$ cat src/rtl/fifo_wr_arbiter_pkg.sv
// Shared types and helpers for the FIFO write-port arbiter.
package fifo_wr_arbiter_pkg;

  // Arbiter FSM: IDLE picks an owner, XFER streams one locked frame.
  typedef enum logic [0:0] {
    ST_IDLE = 1'b0,
    ST_XFER = 1'b1
  } state_t;

  localparam int DEFAULT_NUM_REQ   = 4;
  localparam int DEFAULT_WIDTH     = 8;
  localparam int DEFAULT_FRAME_LEN = 8;

  // Bits needed to index n items; never narrower than one bit.
  function automatic int idx_width(input int n);
    return (n <= 1) ? 1 : $clog2(n);
  endfunction

endpackage

$ cat src/rtl/fifo_wr_arbiter_if.sv
// Producer-side handshake plus FIFO write port, seen from the arbiter.
interface fifo_wr_arbiter_if
  import fifo_wr_arbiter_pkg::*;
#(
  parameter int NUM_REQ = DEFAULT_NUM_REQ,
  parameter int WIDTH   = DEFAULT_WIDTH
);

  localparam int IDX_W = idx_width(NUM_REQ);

  logic [NUM_REQ-1:0]       req_valid;
  logic [NUM_REQ*WIDTH-1:0] req_data;
  logic [NUM_REQ-1:0]       req_ready;
  logic                     fifo_winc;
  logic [WIDTH-1:0]         fifo_wdata;
  logic                     fifo_wfull;
  logic [IDX_W-1:0]         grant_id;
  logic                     busy;
  logic                     frame_done;

  // Arbiter side.
  modport slave (
    input  req_valid, req_data, fifo_wfull,
    output req_ready, fifo_winc, fifo_wdata, grant_id, busy, frame_done
  );

  // Environment side (producers + FIFO).
  modport master (
    output req_valid, req_data, fifo_wfull,
    input  req_ready, fifo_winc, fifo_wdata, grant_id, busy, frame_done
  );

endinterface

$ cat src/rtl/fifo_wr_arbiter_rr_arbiter.sv
// Combinational round-robin pick: first valid requester after last_grant.
module rr_arbiter #(
  parameter int NUM_REQ = 4,
  parameter int IDX_W   = 2
) (
  input  logic [NUM_REQ-1:0] req,
  input  logic [IDX_W-1:0]   last_grant,
  output logic [IDX_W-1:0]   gnt_idx,
  output logic               gnt_any
);

  // Two copies of the request vector let the search run linearly from
  // last_grant+1 up to last_grant+NUM_REQ without explicit wrap logic.
  logic [2*NUM_REQ-1:0] req_dbl;

  assign req_dbl = {req, req};

  // Scan from the farthest offset down so the nearest valid offset wins.
  always_comb begin
    gnt_idx = '0;
    gnt_any = 1'b0;
    for (int k = NUM_REQ; k >= 1; k--) begin
      if (req_dbl[int'(last_grant) + k]) begin
        gnt_any = 1'b1;
        gnt_idx = IDX_W'((int'(last_grant) + k) % NUM_REQ);
      end
    end
  end

endmodule

$ cat src/rtl/fifo_wr_arbiter.sv
// Frame-locked round-robin arbiter sharing one FIFO write port.
module fifo_wr_arbiter
  import fifo_wr_arbiter_pkg::*;
#(
  parameter int NUM_REQ   = DEFAULT_NUM_REQ,
  parameter int WIDTH     = DEFAULT_WIDTH,
  parameter int FRAME_LEN = DEFAULT_FRAME_LEN
) (
  input logic              clk,
  input logic              rst,
  fifo_wr_arbiter_if.slave bus
);

  localparam int IDX_W = idx_width(NUM_REQ);
  localparam int CNT_W = idx_width(FRAME_LEN + 1);

  localparam logic [CNT_W-1:0] LAST_BEAT      = CNT_W'(FRAME_LEN - 1);
  localparam logic [IDX_W-1:0] LAST_GRANT_RST = IDX_W'(NUM_REQ - 1);

  state_t             state_q, state_d;
  logic [CNT_W-1:0]   beat_cnt_q, beat_cnt_d;
  logic [IDX_W-1:0]   grant_id_q, grant_id_d;
  logic [IDX_W-1:0]   last_grant_q, last_grant_d;

  logic [IDX_W-1:0]   pick_idx;
  logic               pick_any;
  logic [NUM_REQ-1:0] req_ready;
  logic               beat;
  logic               frame_done;
  logic [WIDTH-1:0]   req_words [NUM_REQ];

  genvar gi;
  generate
    for (gi = 0; gi < NUM_REQ; gi++) begin : g_words
      assign req_words[gi] = bus.req_data[gi*WIDTH +: WIDTH];
    end
  endgenerate

  rr_arbiter #(
    .NUM_REQ (NUM_REQ),
    .IDX_W   (IDX_W)
  ) u_rr (
    .req        (bus.req_valid),
    .last_grant (last_grant_q),
    .gnt_idx    (pick_idx),
    .gnt_any    (pick_any)
  );

  // Next-state, beat counting and handshake outputs.
  always_comb begin
    state_d      = state_q;
    beat_cnt_d   = beat_cnt_q;
    grant_id_d   = grant_id_q;
    last_grant_d = last_grant_q;
    req_ready    = '0;
    beat         = 1'b0;
    frame_done   = 1'b0;
    case (state_q)
      ST_IDLE: begin
        if (pick_any) begin
          grant_id_d = pick_idx;
          state_d    = ST_XFER;
        end
      end
      ST_XFER: begin
        // Only the owner sees ready, and never while the FIFO is full.
        req_ready[grant_id_q] = ~bus.fifo_wfull;
        beat = bus.req_valid[grant_id_q] & ~bus.fifo_wfull;
        if (beat) begin
          if (beat_cnt_q == LAST_BEAT) begin
            frame_done   = 1'b1;
            beat_cnt_d   = '0;
            last_grant_d = grant_id_q;
            state_d      = ST_IDLE;
          end else begin
            beat_cnt_d = beat_cnt_q + CNT_W'(1);
          end
        end
      end
      default: state_d = ST_IDLE;
    endcase
  end

  // State registers; reset makes requester 0 the first winner.
  always_ff @(posedge clk) begin
    if (rst) begin
      state_q      <= ST_IDLE;
      beat_cnt_q   <= '0;
      grant_id_q   <= '0;
      last_grant_q <= LAST_GRANT_RST;
    end else begin
      state_q      <= state_d;
      beat_cnt_q   <= beat_cnt_d;
      grant_id_q   <= grant_id_d;
      last_grant_q <= last_grant_d;
    end
  end

  assign bus.req_ready  = req_ready;
  assign bus.fifo_winc  = beat;
  assign bus.fifo_wdata = req_words[grant_id_q];
  assign bus.grant_id   = grant_id_q;
  assign bus.busy       = (state_q == ST_XFER);
  assign bus.frame_done = frame_done;

endmodule
$ cat src/flat_wrapper.sv
// flat-port wrapper written by rule: the top's interface ports become plain ports
module fifo_wr_arbiter_flat import fifo_wr_arbiter_pkg::*;
#(
  parameter int NUM_REQ   = DEFAULT_NUM_REQ,
  parameter int WIDTH     = DEFAULT_WIDTH,
  parameter int FRAME_LEN = DEFAULT_FRAME_LEN
)
  (clk, rst, bus_req_valid, bus_req_data, bus_fifo_wfull, bus_req_ready, bus_fifo_winc, bus_fifo_wdata, bus_grant_id, bus_busy, bus_frame_done);
  fifo_wr_arbiter_if #(.NUM_REQ(NUM_REQ), .WIDTH(WIDTH)) bus_i ();
  input logic clk;
  input logic rst;
  input wire logic [$bits(bus_i.req_valid)-1:0] bus_req_valid;
  input wire logic [$bits(bus_i.req_data)-1:0] bus_req_data;
  input wire logic [$bits(bus_i.fifo_wfull)-1:0] bus_fifo_wfull;
  output wire logic [$bits(bus_i.req_ready)-1:0] bus_req_ready;
  output wire logic [$bits(bus_i.fifo_winc)-1:0] bus_fifo_winc;
  output wire logic [$bits(bus_i.fifo_wdata)-1:0] bus_fifo_wdata;
  output wire logic [$bits(bus_i.grant_id)-1:0] bus_grant_id;
  output wire logic [$bits(bus_i.busy)-1:0] bus_busy;
  output wire logic [$bits(bus_i.frame_done)-1:0] bus_frame_done;
  assign bus_i.req_valid = bus_req_valid;
  assign bus_i.req_data = bus_req_data;
  assign bus_i.fifo_wfull = bus_fifo_wfull;
  assign bus_req_ready = bus_i.req_ready;
  assign bus_fifo_winc = bus_i.fifo_winc;
  assign bus_fifo_wdata = bus_i.fifo_wdata;
  assign bus_grant_id = bus_i.grant_id;
  assign bus_busy = bus_i.busy;
  assign bus_frame_done = bus_i.frame_done;
  fifo_wr_arbiter #(.NUM_REQ(NUM_REQ), .WIDTH(WIDTH), .FRAME_LEN(FRAME_LEN)) u_core (.clk(clk), .rst(rst), .bus(bus_i));
endmodule
$ cat config.mk
export PLATFORM = sky130hd
export DESIGN_NAME = fifo_wr_arbiter_flat
export DESIGN_NICKNAME = d
export VERILOG_FILES = /design/src/rtl/fifo_wr_arbiter_pkg.sv /design/src/rtl/fifo_wr_arbiter_if.sv /design/src/rtl/fifo_wr_arbiter_rr_arbiter.sv /design/src/rtl/fifo_wr_arbiter.sv /design/src/flat_wrapper.sv
export SDC_FILE = /design/constraint.sdc
export NUM_CORES = 1
export LEC_CHECK = 0
export BUFFER_PORTS_ARGS = -buffer_cell sky130_fd_sc_hd__buf_2
export CORE_UTILIZATION = 42
export DETAILED_ROUTE_END_ITERATION = 12
export GPL_TIMING_DRIVEN = 1
export PLACE_DENSITY = 0.79
export SLEW_MARGIN = 30
export SYNTH_ARGS = -nofsm -noshare
export SYNTH_HDL_FRONTEND = slang
export SYNTH_HIERARCHICAL = 1
export SYNTH_SLANG_ARGS = --single-unit
$ cat constraint.sdc
create_clock -name clk -period 2.35 [get_ports clk]
set_clock_uncertainty 0.05 [all_clocks]
set_input_delay 0.3525 -clock clk [delete_from_list [all_inputs] [get_ports clk]]
set_output_delay 0.3525 -clock clk [all_outputs]
set_load 0.05 [all_outputs]
==> results.sh <==
export IMPL_slowest_delay_ns=0.41
export IMPL_ys_warn_count=6
export IMPL_row_count=16
export IMPL_track_usage_pct=18.6
export IMPL_outcome="finished clean"
export IMPL_critPathCaptureType="output port"
export IMPL_vias=923
export IMPL_rsz0062_at_grt="no"
export IMPL_drive_gt1_share_pct=53.8
export IMPL_crit_arrival_ns=1.76
export IMPL_reg2reg_to="u_core/bus.grant_id[1]"
export IMPL_core_area_um2=1960
export IMPL_drt_wl_total_um=2070
export IMPL_crit_required_ns=1.95
export IMPL_grt_max_degree=14
export IMPL_hold_class="primary input to register"
export IMPL_r2r_start="u_core/last_grant_q[0]"
export IMPL_netlist_area_leader_share_pct=23.0
export IMPL_drcViolationCount=0
export IMPL_drtIter0Drc=12
export IMPL_cts_buffers=3
export IMPL_cts_clk_slew_worst_paths_ns=0.06
export IMPL_antenna_found_initial=0
export IMPL_drt_pass1_iterations=4
export IMPL_hold_violations=0
export IMPL_tightest_slew_ns=0.353
export IMPL_tns_ns=0
export IMPL_syn_num_nets=133
export IMPL_p_leak_nw=0.548
export IMPL_grt_pass1_wl_um=2930
export IMPL_die_x_um=47.8
export IMPL_ios=56
export IMPL_async_flop_share_pct=0
export IMPL_port_buffers=55
export IMPL_reg2reg_slack_ns=0.35
export IMPL_syn_avg_cell_area_um2=9.59
export IMPL_antenna_cells=0
export IMPL_worstSetupStartpointType="register"
export IMPL_min_from="rst"
export IMPL_maxSlewViolCount=0
export IMPL_tritoncts="yes"
export IMPL_syn_instance_count=92
export IMPL_ctsHtreeMaxLevel=1
export IMPL_critPathMaxFanout=5
export IMPL_dp_hpwl_um=1710
export IMPL_cp_slowest_cell="or3b_4"
export IMPL_ctsResizeCount=0
export IMPL_overflow=0
export IMPL_cts_root_buf="clkbuf_4"
export IMPL_regArea_um2=181
export IMPL_max_freq_ghz=0.463
export IMPL_dpl_worst_slack_ns=0.361
export IMPL_period_needed_ns=2.16
export IMPL_ys_types=36
export IMPL_path_cells="or3b_4 -> o22ai_4 -> and4_1 -> buf_2"
export IMPL_irDropWorstVdd_uv=360
export IMPL_stdcell_count=172
export IMPL_yosys_area_top_type="mux4_2"
export IMPL_multiInputGateArea_um2=626
export IMPL_postCtsSetupRepairBufs=0
export IMPL_final_core_util_pct=60.3
export IMPL_whs_path_depth=2
export IMPL_num_nets_final=187
export IMPL_ys_ff_latch=9
export IMPL_gp_congestion=0.727
export IMPL_wl_per_cell_um=12.0
export IMPL_fillCellCount=187
export IMPL_dp_cells=168
export IMPL_seq_area_frac_synth_pct=20.4
export IMPL_synth_area_top_cells="mux4_2 23%, dfxtp_1 20%, mux2i_1 10%, nor2_1 6.4%, nand3b_1 3.4%"
export IMPL_initial_utilization_pct=45.0
export IMPL_drv_cap=0
export IMPL_power_mw=0.470
export IMPL_setup_viol=0
export IMPL_criticalPathCategory="register to output port"
export IMPL_clockBufferDepth=2
export IMPL_ctsHoldBuffers=0
export IMPL_grt_pass1_vias=704
export IMPL_cts_sinks=9
export IMPL_fp_dieArea_um2=2290
export IMPL_relSlewSlack_pct=76.5
export IMPL_hold_end="u_core/bus.grant_id[0]"
export IMPL_critPathBufInv=1
export IMPL_insertion_delay_ns=0.27
export IMPL_synthFlopType="dfxtp_1"
export IMPL_fp_dieH_um=47.8
export IMPL_vias_per_cell=5.37
export IMPL_ant_nets=0
export IMPL_syn_area_um2=882
export IMPL_setup_ws_ns=0.190
export IMPL_reg2reg_depth=6
export IMPL_synth_edf_count=0
export IMPL_cp_top_family="simple AND/OR/NAND/NOR gates"
export IMPL_power_density_nw_per_um2=397
export IMPL_period_share_pct=91.9
export IMPL_area_growth_pct=34.2
-- cell type report --
| class | instances | share of cell area [%] |
|---|---|---|
| clock buffer | 4 | 2.22 |
| inverter | 5 | 1.59 |
| multi-input combinational | 69 | 52.9 |
| sequential | 9 | 15.3 |
| tap | 27 | 2.85 |
| timing repair buffer | 58 | 25.2 |
-- state kept, by name, summed over array words and instances, names as in the netlist --
| name | flops |
|---|---|
| u_core/bus.grant_id | 2 |
| u_core/beat_cnt_q | 4 |
| u_core/last_grant_q | 2 |
| u_core/bus.busy | 1 |
-- worst max path at each step --
stage / startpoint / to / cells after the start
after global placement: bus_fifo_wfull / bus_frame_done / 5
after global routing: u_core/bus.busy / bus_frame_done / 4
after CTS: u_core/bus.busy / bus_frame_done / 4
final: u_core/bus.busy / bus_frame_done / 4
after detailed placement: bus_fifo_wfull / bus_frame_done / 5
after floorplan: u_core/bus.grant_id[1] / bus_req_ready[2] / 4
-- synthesized netlist by cell type (2+ instances only) --
library cell and instances:
nor2_1 15, dfxtp_1 9, mux2i_1 9, mux4_2 9, buf_2 4, nand3b_1 4
a21oi_1 3, inv_1 3, nand3_1 3, a31o_2 2, buf_6 2, ha_1 2
inv_2 2, nor3_1 2, o21a_1 2
-- cells by family (layout without fill, tap and decap cells) --
group	count (synthesis)	in the layout	share of synthesized area (%)
AOI/OAI and AO/OA	17	17	15.5
buffers and inverters	14	67	8.65
and+or+nand+nor	32	32	19.4
DFF	9	9	20.4
adders and majority gates	2	2	2.84
muxes	18	18	33.2
-- routing by layer --
layer  GRT usage [%]  part of all wire [%]  vias up
met5               0                     0        -
met4            8.33                   1.0        0
met3            6.42                    12        3
met2            32.4                    50       38
met1            20.1                    36      426
li1                -                     -      456
-- where the power goes --
part	internal [mW]	total (mW)	switching [mW]
Sequential	0.157	0.161	0.00444
Clock	0.0656	0.122	0.0560
Combinational	0.0753	0.187	0.112
-- stage by stage --
stage | hold slack, ns | instance area, um^2
floorplan | 0.429 | 883
global placement | 0.450 | 1160
detailed placement | 0.457 | 1160
CTS | 0.339 | 1180
global route | 0.352 | 1180
finish | 0.348 | 1180
-- cells in the final DEF, fill, tap and decap left out, types with 2 or more instances in the layout --
cell	netlist	layout
clkbuf_4	0	3
ha_1	2	2
mux4_2	9	9
mux2i_1	9	9
inv_1	3	3
dfxtp_1	9	8
a21oi_1	3	3
o21a_1	2	2
nor3_1	2	2
buf_4	1	3
nor2_1	15	15
buf_2	4	55
nand3b_1	4	4
a31o_2	2	2
inv_2	2	2
nand3_1	3	3
Note: power is estimated with default switching activity, not from simulation.
